[src/rtl/irom_sram_ctrl_if.sv]
// irom_sram_ctrl_if: instruction-fetch ROM bus between the fetch stage (master) and the SRAM responder (slave)
//   read_ce   fetch request, held while the instruction is wanted
//   irom_addr word-aligned byte address
//   rom_inst  latched instruction {chip B, chip A}
//   rfin_c    low half-word valid for the current address
//   rfin_d    high half-word valid for the current address
interface irom_sram_ctrl_if;
  logic        read_ce;
  logic [31:0] irom_addr;
  logic [31:0] rom_inst;
  logic        rfin_c;
  logic        rfin_d;
  modport master (output read_ce, irom_addr, input rom_inst, rfin_c, rfin_d);
  modport slave (input read_ce, irom_addr, output rom_inst, rfin_c, rfin_d);
endinterface

[src/rtl/irom_sram_ctrl.sv]
// irom_sram_ctrl: read-only responder fetching a 32-bit instruction from two parallel 16-bit async SRAMs
//   clk/rst          clock, async active-high reset
//   bus              fetch-side interface (slave modport)
//   sram_addr_o      word address shared by both chips
//   sram_ce_n_o/oe_n_o/we_n_o  shared active-low strobes, write enable tied inactive
//   sram_data_a_i/b_i  chip A (low half) and chip B (high half) data
module irom_sram_ctrl #(
  parameter int ADDR_W = 20,
  parameter int WAIT_A = 2,
  parameter int WAIT_B = 2
) (
  input  logic              clk,
  input  logic              rst,
  irom_sram_ctrl_if.slave   bus,
  output logic [ADDR_W-1:0] sram_addr_o,
  output logic              sram_ce_n_o,
  output logic              sram_oe_n_o,
  output logic              sram_we_n_o,
  input  logic [15:0]       sram_data_a_i,
  input  logic [15:0]       sram_data_b_i
);
  typedef enum logic [1:0] {IDLE, SETUP, WAIT, DONE} state_t;
  localparam logic [3:0] WA = 4'(WAIT_A);
  localparam logic [3:0] WB = 4'(WAIT_B);
  localparam logic [3:0] WM = (WA > WB) ? WA : WB;
  state_t            state_q;
  logic [3:0]        cnt_q, cnt_d;
  logic [ADDR_W-1:0] addr_q;
  logic [31:0]       inst_q;
  logic              rfin_c_q, rfin_d_q, ce_n_q, oe_n_q;
  logic [ADDR_W-1:0] word_addr;
  logic              addr_chg;
  logic              unused_bits;
  assign word_addr   = bus.irom_addr[ADDR_W+1:2];
  assign unused_bits = ^{bus.irom_addr[31:ADDR_W+2], bus.irom_addr[1:0]};
  assign addr_chg    = word_addr != addr_q;
  assign cnt_d       = cnt_q + {3'd0, cnt_q != 4'hf};
  always_ff @(posedge clk or posedge rst)
    if (rst) begin
      state_q  <= IDLE;
      cnt_q    <= '0;
      addr_q   <= '0;
      inst_q   <= '0;
      rfin_c_q <= 1'b0;
      rfin_d_q <= 1'b0;
      ce_n_q   <= 1'b1;
      oe_n_q   <= 1'b1;
    end else if (!bus.read_ce) begin
      state_q  <= IDLE;
      rfin_c_q <= 1'b0;
      rfin_d_q <= 1'b0;
      ce_n_q   <= 1'b1;
      oe_n_q   <= 1'b1;
    end else if (state_q == IDLE || addr_chg) begin
      state_q  <= SETUP;
      addr_q   <= word_addr;
      cnt_q    <= '0;
      rfin_c_q <= 1'b0;
      rfin_d_q <= 1'b0;
      ce_n_q   <= 1'b0;
      oe_n_q   <= 1'b0;
    end else if (state_q == SETUP) begin
      state_q <= WAIT;
      cnt_q   <= 4'd1;
    end else if (state_q == WAIT) begin
      cnt_q <= cnt_d;
      if (cnt_q == WA) begin
        inst_q[15:0] <= sram_data_a_i;
        rfin_c_q     <= 1'b1;
      end
      if (cnt_q == WB) begin
        inst_q[31:16] <= sram_data_b_i;
        rfin_d_q      <= 1'b1;
      end
      if (cnt_q == WM) state_q <= DONE;
    end
  assign bus.rom_inst = inst_q;
  assign bus.rfin_c   = rfin_c_q;
  assign bus.rfin_d   = rfin_d_q;
  assign sram_addr_o  = addr_q;
  assign sram_ce_n_o  = ce_n_q;
  assign sram_oe_n_o  = oe_n_q;
  assign sram_we_n_o  = 1'b1;
endmodule

[src/flat_wrapper.sv]
// flat-port wrapper written by rule: the top's interface ports become plain ports
module irom_sram_ctrl_flat 
#(
  parameter int ADDR_W = 20,
  parameter int WAIT_A = 2,
  parameter int WAIT_B = 2
)
  (clk, rst, sram_addr_o, sram_ce_n_o, sram_oe_n_o, sram_we_n_o, sram_data_a_i, sram_data_b_i, bus_read_ce, bus_irom_addr, bus_rom_inst, bus_rfin_c, bus_rfin_d);
  irom_sram_ctrl_if bus_i ();
  input  logic clk;
  input  logic rst;
  output logic [ADDR_W-1:0] sram_addr_o;
  output logic sram_ce_n_o;
  output logic sram_oe_n_o;
  output logic sram_we_n_o;
  input  logic [15:0] sram_data_a_i;
  input  logic [15:0] sram_data_b_i;
  input wire logic [$bits(bus_i.read_ce)-1:0] bus_read_ce;
  input wire logic [$bits(bus_i.irom_addr)-1:0] bus_irom_addr;
  output wire logic [$bits(bus_i.rom_inst)-1:0] bus_rom_inst;
  output wire logic [$bits(bus_i.rfin_c)-1:0] bus_rfin_c;
  output wire logic [$bits(bus_i.rfin_d)-1:0] bus_rfin_d;
  assign bus_i.read_ce = bus_read_ce;
  assign bus_i.irom_addr = bus_irom_addr;
  assign bus_rom_inst = bus_i.rom_inst;
  assign bus_rfin_c = bus_i.rfin_c;
  assign bus_rfin_d = bus_i.rfin_d;
  irom_sram_ctrl #(.ADDR_W(ADDR_W), .WAIT_A(WAIT_A), .WAIT_B(WAIT_B)) u_core (.clk(clk), .rst(rst), .bus(bus_i), .sram_addr_o(sram_addr_o), .sram_ce_n_o(sram_ce_n_o), .sram_oe_n_o(sram_oe_n_o), .sram_we_n_o(sram_we_n_o), .sram_data_a_i(sram_data_a_i), .sram_data_b_i(sram_data_b_i));
endmodule
[config.mk]
export PLATFORM = sky130hd
export DESIGN_NAME = irom_sram_ctrl_flat
export DESIGN_NICKNAME = d
export VERILOG_FILES = /design/src/rtl/irom_sram_ctrl_if.sv /design/src/rtl/irom_sram_ctrl.sv /design/src/flat_wrapper.sv
export SDC_FILE = /design/constraint.sdc
export NUM_CORES = 1
export LEC_CHECK = 0
export CORE_MARGIN = 2
export CORE_UTILIZATION = 30
export CTS_CLUSTER_SIZE = 24
export DETAILED_ROUTE_END_ITERATION = 7
export HOLD_SLACK_MARGIN = 0.08
export PLACE_DENSITY = 0.59
export SYNTH_ARGS = -nofsm -noshare
export SYNTH_HDL_FRONTEND = slang
export SYNTH_SLANG_ARGS = --single-unit
[constraint.sdc]
create_clock -name clk -period 5.8 [get_ports clk]
set_clock_uncertainty 0.15 [all_clocks]
set_input_delay 0.58 -clock clk [delete_from_list [all_inputs] [get_ports clk]]
set_output_delay 0.58 -clock clk [all_outputs]
set_load 0.02 [all_outputs]
# Yosys cells after proc, flatten, opt, wreduce, memory -nomap -nowiden

Index checks and enable logic that the tools add are counted.

Logic and storage cells: 43
Bits in read-only memories: 0
RAM bits: 0
Memories: 0
Input port bits: 67
Output and inout port bits: 57
Bits in latches: 0
Register bits: 60

Div/mod/pow operators: 0
Multiplexer cells: 15
Magnitude comparators: 0
Reduce and logical (&&, ||, !) cells: 8
Equal/unequal tests: 11
Shifts and indexed selects: 0
Add/sub/neg operators: 1
Bitwise operators: 2
Multipliers: 0

Operators with widths:

| operator                                       | number |
|---|---|
| != test 20 bit                                 | 1 |
| two-way mux 4 bit                              | 3 |
| two-way mux 2 bit                              | 5 |
| != test 4 x 1 -> 1 bit (second input constant) | 2 |
| two-way mux 1 bit                              | 7 |
| != test 3 x 1 -> 1 bit (second input constant) | 2 |
| AND reduction 2 bit                            | 3 |
| AND reduction 5 bit                            | 1 |
| adder 4 x 1 -> 4 bit                           | 1 |
| == test 4 x 2 -> 1 bit (second input constant) | 1 |
| != test 4 bit (second input constant)          | 1 |
| != test 3 x 2 -> 1 bit (second input constant) | 1 |
| AND reduction 3 bit                            | 1 |
| nonzero test 3 bit                             | 1 |
| == test 2 x 1 -> 1 bit (second input constant) | 1 |
| == test 2 bit (second input constant)          | 1 |
| logical NOT 2 bit                              | 1 |
| != test 2 x 1 -> 1 bit (second input constant) | 1 |
| inverter 1 bit                                 | 2 |
| logical OR 1 bit                               | 1 |

# Logic depth before layout (Yosys ltp)

Gate-level depths: netlist of the first run.

Depth after elaboration: 6
Depth in mapped cells: 8
Gate-level depth less buffers: 7

# Least setup slack after synthesis of the first run

Ideal clock, no wire load.

Path kind: input-to-reg
Start point: input bus_irom_addr[17]
End point: register u_core.inst_q[0], in the netlist u_core.bus.rom_inst[0]
Stages on the path: 6
Data arrival time: 1,993 ps
Setup time: 125 ps
Path slack: 3,533 ps
Buffers on the path: 1
Cells stage by stage: xnor2_1 nand4_1 or3_4 nor3_4 buf_6 mux2_2

Word-level cells in the longest chain between the ends: 4

Ends and longest elaborated chain:

| item                                 | line                 | source |
|---|---|---|
| start: declaration                   | flat_wrapper.sv:19   | `input wire logic [$bits(bus_i.irom_addr)-1:0] bus_irom_addr;` |
| != test 20 bit                       | irom_sram_ctrl.sv:36 | `assign addr_chg = word_addr != addr_q;` |
| logical OR 1 bit                     | irom_sram_ctrl.sv:54 | `end else if (state_q == IDLE \|\| addr_chg) begin` |
| inverter 1 bit (no source line)      | n/a                  |  |
| AND reduction 5 bit (no source line) | n/a                  |  |
| end signal: assignment               | irom_sram_ctrl.sv:68 | `inst_q[15:0] <= sram_data_a_i;` |
| end: declaration                     | irom_sram_ctrl.sv:29 | `logic [31:0] inst_q;` |

No other way between the ends.
A chain may end at the register's enable or synchronous reset.

# Final worst setup path of the first run

Start point: input bus_irom_addr[14]
End point: register u_core.addr_q[11], in the netlist u_core.sram_addr_o[11]

Word-level cells in the longest chain between the ends: 3

Ends and longest elaborated chain:

| item                                 | line                 | source |
|---|---|---|
| != test 20 bit                       | irom_sram_ctrl.sv:36 |  |
| logical OR 1 bit                     | irom_sram_ctrl.sv:54 |  |
| AND reduction 2 bit (no source line) | n/a                  |  |
| end signal: assignment               | irom_sram_ctrl.sv:56 | `addr_q <= word_addr;` |
| end: declaration                     | irom_sram_ctrl.sv:28 | `logic [ADDR_W-1:0] addr_q;` |

No other way between the ends.

==> results of run 1 <==
## report_power, final
group | leakage (nW) | switching [mW] | internal [mW] | total, mW
clock network | 0.0937 | 0.157 | 0.190 | 0.348
registers | 0.786 | 0.0138 | 0.434 | 0.448
logic | 0.905 | 0.0598 | 0.0820 | 0.142
total | 1.79 | 0.231 | 0.706 | 0.937
## stage by stage
step / cell area (µm²) / cells / setup WS (ns) / power (mW) / utilization
floorplan: 2680 / 192 / 3.53 / 0.519 / -
global placement: 3860 / 404 / 2.13 / 0.599 / 0.445
detailed placement: 3860 / 404 / 2.14 / 0.599 / 0.445
CTS: 4040 / 420 / 2.49 / 0.960 / 0.466
global route: 4040 / 420 / 2.40 / 0.992 / 0.466
finish: 4040 / 420 / 2.58 / 0.937 / 0.466
## worst paths after layout
check,slack (ns),depth (start not counted),from,end
worst max-delay path,2.58,6,bus_irom_addr[14],u_core.sram_addr_o[11]
worst max register to register,2.85,5,u_core.sram_addr_o[8],u_core.sram_addr_o[11]
min in group asynchronous,0.65,3,rst,u_core.bus.rom_inst[30]
max in group asynchronous,4.36,3,rst,u_core.sram_addr_o[3]
worst min register to register,0.34,1,u_core.bus.rom_inst[4],u_core.bus.rom_inst[4]
worst min-delay path,0.34,1,u_core.bus.rom_inst[4],u_core.bus.rom_inst[4]
## registers in the layout (all words and copies together) (netlist names)
name	flops
u_core.sram_ce_n_o	1
u_core.cnt_q	4
u_core.bus.rom_inst	32
u_core.state_q	2
u_core.bus.rfin_c	1
u_core.sram_addr_o	20
## routing by layer
metal	part of all wire	global-route usage
met4	0.014	0.0421
met3	0.092	0.0546
met2	0.45	0.196
met1	0.45	0.175
met5	0	0
## final cells by class
type,count,area (µm²)
Clock buffer,15,176
Clock inverter,1,5.00
Fill cell,809,4640
Inverter,7,26.3
Multi-Input combinational cell,117,1080
Sequential cell,60,1500
Tap cell,108,135
Timing Repair Buffer,112,1120
## cell families (layout without fill, tap and decap cells)
logic type,after synthesis,after routing,synth area share
muxes,52,52,0.219
DFF,60,60,0.561
other,1,1,0.00140
xor gates and xnor gates,20,20,0.0654
AOI/OAI and AO/OA,14,14,0.0379
adders and majority gates,5,5,0.0234
and+or+nand+nor,25,25,0.0556
buffers and inverters,15,135,0.0365
## cell usage in the layout, fill, tap and decap left out, drive strengths merged, types with 3 or more instances in the layout
cell type and count:
o21ai 3, inv 7, mux2 52, xor2 16, clkdlybuf4s50 110, dfrtp 59, nand4 4, nor4 5
xnor2 4, a22o 3, nor2 3, nand2b 3, clkbuf 15, ha 5, nor3 4, nand2 4
==> results.md, run 1 <==
- Status: finished, final reports clean
- Initial antenna violation count: 0
- Top delay family on crit path: compound AO/OA/AOI/OAI gates
- Max Slew Vio Count: 0
- Min Tclk post-route: 3.22 ns
- Post-CTS Hold Fix Bufs: 0
- Slew HR: 0.258
- Max incr delay on CP: between 0.9 and 1 ns
- # clock sinks: 60
- Iteration-0 DRC count of the detailed router: 74
- Fmax: 0.311 GHz
- Critical path startpoint category: primary input
- First-pass GRT wire length: 10100 µm
- EDFF count, synth: 0
- RSZ-0062 raised after global routing: false
- Distinct cells, synth: 29
- Sequential area share after synthesis: 0.561
- CTS root buf: clkbuf_8
- Synthesized net count: 264
- Die Area: 9700 µm²
- Critical path's slowest cell: o21ai_2
- Latest clock arrival within the worst-skew pair: 0.33 ns
- # H-tree levels: 3
- Crit Path Max Fanout: 21
- Share of the clock period used by the worst path: 0.555
- Grt ovf: 0
- Crit-path cells: clkdlybuf4s50_1 -> xor2_1 -> nor4_1 -> nand4_1 -> o21ai_2 -> mux2_2
- Antenna-violating nets left: 0
- Leak pwr: 1.79 nW
- Synth area leaders: dfrtp_1 (55%), mux2_2 (16%), mux2_1 (6.3%)
- Setup violations, final: 0
- Synth Area per Inst: ~14 µm²
- Most common cell in the netlist: dfrtp_1
- Synth area leader: dfrtp_1
- WL/cell: 14.2 µm
- Starting Density: 0.309
- DR vias: about 1900
- Vias/cell: 4.51
- CTS clk-pin slew, worst paths: 0.06 ns
- Max Cap Viol: 0
- Ratio of cells with drive above 1 in the final layout: 0.183
- Critical path arrival: 3.28 ns
- Setup TNS: 0 ns
- Post-CTS resize count: 0
- Synth warn: 0
- Core area: 8680 µm²
- Syn Std Cell Area: 2680 µm²
- # IOs: 124
- Dpl hpwl: 4270 µm
- Synth Register Bits: 60
- Largest net degree at the start of global routing: 61
- Hold Path Class: register to register
- Die W: 98.5 µm
- Setup CP Type: primary input to register
- Area delta synth->final: 51.0%
- Critical Path RT: 5.86 ns
- DRC Markers: 0
- CTS Buffer Depth: 2
- Postcts setup bufs: 0
- Mapped Cells: 192
- PD cells: 232 nW/µm²
- Worst-Margin Slew: 1.11 ns
- Input/output buffers: between 100 and 150
- CTS tree: built
- Vias in the first global route: 2030
- FP Rows: 34
- Tot GR Track Use: 0.131
- CTS Buf Count: 9
- Fin. Hold Viols: 0
- Final Net Count: 379
- Worst VDD drop: 98.9 µV
- Gp weighted congestion: ~0.77
- Crit. End Element: register
- Final antenna diode count: 0
- Pre-Repair DR Iteration Count: 4
- Synth top cells by count: dfrtp_1 (59), mux2_2 (37), xor2_1 (16)
- Die span in y: about 98 µm
- Min Hold Slack: 0.337 ns
- Top FF cell, synth: dfrtp_1
- WP buf/inv: 1
- Async set-reset flop share out of synthesis: 1.00
- Synth top area share: 0.551
- DRT Wirelength: slightly below 6000 µm
Note: power is estimated with default switching activity, not from simulation.
==> run 2: changes to the inputs <==
PLACE_DENSITY = 0.62   (was 0.59)
clock period = 2.63 ns   (was 5.8 ns; I/O delays follow)
==> run 2 against run 1 <==
  * Power increased by 120%
  * Clock power up 120%
  * Sequential power is 120% higher
  * Via count grew 2.2%
  * Register-to-register slack worse by 2.6 ns
  * Flip-flop and latch count is the same
  * Largest cell class unchanged
  * Highest routed layer unchanged
==> results.md, run 2 (synthesis gave the netlist of run 1 again) <==
- RSZ-0062 raised after global routing: false (unchanged)
- Grt ovf: 0 (unchanged)
- Pre-Repair DR Iteration Count: 4 (unchanged)
- Multi-input gate area: 1080 µm² (unchanged)
- Postcts setup bufs: 0 (unchanged)
- Commonest non-fill, non-tap cell in the layout: clkdlybuf4s50_1 (unchanged)
- Max incr delay on CP: 0.40 ns (was 0.92 ns)
- # clock sinks: 60 (unchanged)
- DRC Markers: 0 (unchanged)
- CTS clk-pin slew, worst paths: 0.06 ns (about the same)
- WP buf/inv: 2 (was 1)
- Critical path arrival: 2.43 ns (was 3.28 ns)
- Dpl hpwl: 4450 µm (was 4270 µm)
- Iteration-0 DRC count of the detailed router: 35 (was 74)
- First-pass GRT wire length: 10200 µm (was 10100 µm)
- Starting Density: 0.309 (unchanged)
- Fin. Hold Viols: 0 (unchanged)
- Vias/cell: 4.54 (was 4.51)
- Area delta synth->final: 54.9% (was 51.0%)
- Critical path's slowest cell: dfrtp_1 (was o21ai_2)
- Post-route design area: 4150 µm² (was 4040 µm²)
- Final antenna diode count: 0 (unchanged)
- Fmax: roughly 0.42 GHz
- Cell Area, Placed: 3960 µm² (was 3860 µm²)
- # IOs: 124 (unchanged)
- CTS Buffer Depth: 2 (unchanged)
- Post-CTS Hold Fix Bufs: 0 (unchanged)
- Final Net Count: 387 (was 379)
- Crit. End Element: register (unchanged)
- Max Cap Viol: 0 (unchanged)
- Leak pwr: 1.84 nW (was 1.79 nW)
- Input/output buffers: 110 (unchanged)
- Latest clock arrival within the worst-skew pair: 0.33 ns (about the same)
- FP Rows: 34 (unchanged)
- Worst VDD drop: 470 µV (was 98.9 µV)
- Largest net degree at the start of global routing: 33 (was 61)
- Hold Path Class: primary input to async pin (was register to register)
- Initial antenna violation count: 0 (unchanged)
- Top delay family on crit path: simple AND/OR/NAND/NOR gates (was compound AO/OA/AOI/OAI gates)
- Status: finished, final reports clean (unchanged)
- Crit Path Max Fanout: 32 (was 21)
- Die Area: 9700 µm² (unchanged)
- WL/cell: 14.0 µm (was 14.2 µm)
- Die span in y: 98.5 µm (unchanged)
- Setup violations, final: 0 (unchanged)
- Max Slew Vio Count: 0 (unchanged)
- Tot GR Track Use: 0.132 (was 0.131)
- DRT Wirelength: 5970 µm (unchanged)
- Vias in the first global route: 2049 (was 2030)
- Min Tclk post-route: 2.37 ns
- PD cells: 504 nW/µm² (was 232 nW/µm²)
- Core area: 8680 µm² (unchanged)
- Post-CTS resize count: 0 (unchanged)
- DR vias: 1938 (was 1896)
- Die W: 98.5 µm (unchanged)
- Critical path startpoint category: register (was primary input)
- Reg area: 1500 µm² (unchanged)
- Setup CP Type: register to register (was primary input to register)
- # H-tree levels: 3 (unchanged)
- Gp weighted congestion: 0.785 (was 0.772)
- CTS root buf: clkbuf_8 (unchanged)
- CTS Buf Count: 9 (unchanged)
- CTS tree: built (unchanged)
- Critical Path RT: 2.69 ns (was 5.86 ns)
- Number of fillers in the final layout: 819 (was 809)
- Share of the clock period used by the worst path: 0.901
- Core Util, Final: 0.478 (was 0.466)
- Antenna-violating nets left: 0 (unchanged)
- Crit-path cells: inv_1 -> ha_1 -> nand2b_1 -> nor4_1 -> nand4_1 -> nor3_4 -> buf_12 -> mux2_2 (was clkdlybuf4s50_1 -> xor2_1 -> nor4_1 -> nand4_1 -> o21ai_2 -> mux2_2)
- Max reg flops: 32 (unchanged)
- Commonest cells after routing, fill and taps aside: clkdlybuf4s50_1 (110), dfrtp_1 (59), mux2_2 (37) (unchanged)
- Ratio of cells with drive above 1 in the final layout: 0.207 (was 0.183)
==> run 2: metrics by stage <==
step | TNS, ns | total power [mW] | std cells | setup WS, ns | hold slack (ns)
after floorplan | 0 | 1.14 | 192 | 0.434 | 0.239
after global placement | 0 | 1.33 | 412 | 0.0430 | 0.318
after detailed placement | -0.0287 | 1.33 | 412 | -0.00989 | 0.326
after CTS | 0 | 2.13 | 427 | 0.243 | 0.101
after global routing | 0 | 2.19 | 427 | 0.0839 | 0.123
final | 0 | 2.09 | 427 | 0.262 | 0.0946
==> run 2: area by class of cell <==
class                           instances  area share
Sequential cell                        60       0.362
Multi-Input combinational cell        117       0.261
Clock buffer                           14      0.0441
Timing Repair Buffer                  120       0.293
Inverter                                7     0.00634
Tap cell                              108      0.0326
Clock inverter                          1     0.00121
==> run 2: metal layers <==
metal / wire length, µm / track usage / vias up
met5: 0 / 0 / -
met4: 70 / 0.0506 / 0
met3: 489 / 0.0511 / 6
met2: 2780 / 0.204 / 77
met1: 2620 / 0.170 / 934
li1: - / - / 921
==> run 2: path summary, 6_finish.rpt <==
check                      slack (ns)                 endpoint  cells after the start                   start
min                              0.09   u_core.bus.rom_inst[1]                      2                     rst
max in group asynchronous        1.67       u_core.sram_ce_n_o                      3                     rst
min reg2reg                      0.33   u_core.bus.rom_inst[5]                      1  u_core.bus.rom_inst[5]
min in group clk                 0.33   u_core.bus.rom_inst[5]                      1  u_core.bus.rom_inst[5]
max                              0.26  u_core.bus.rom_inst[22]                      8       u_core.state_q[0]
max reg2reg                      0.26  u_core.bus.rom_inst[22]                      8       u_core.state_q[0]
==> run 2: power breakdown <==
part | switching, mW | internal, mW | total, mW | leakage, nW
clock network | 0.338 | 0.439 | 0.777 | 0.0986
logic | 0.135 | 0.191 | 0.326 | 0.956
registers | 0.0297 | 0.958 | 0.987 | 0.786
==> run 2: worst reg2reg max path, delay by kind of cell, from the launching register on <==
kind	cells	cell delay, ns
simple gates	4	0.87
fa+ha+maj	1	0.14
buf+inv	2	0.32
mux	1	0.37
flops	1	0.40
==> run 3: changes to the inputs <==
CAP_MARGIN = 20   (was default)
==> results of run 3 <==
Final layout, timing and power as in run 2 (identical DEF).
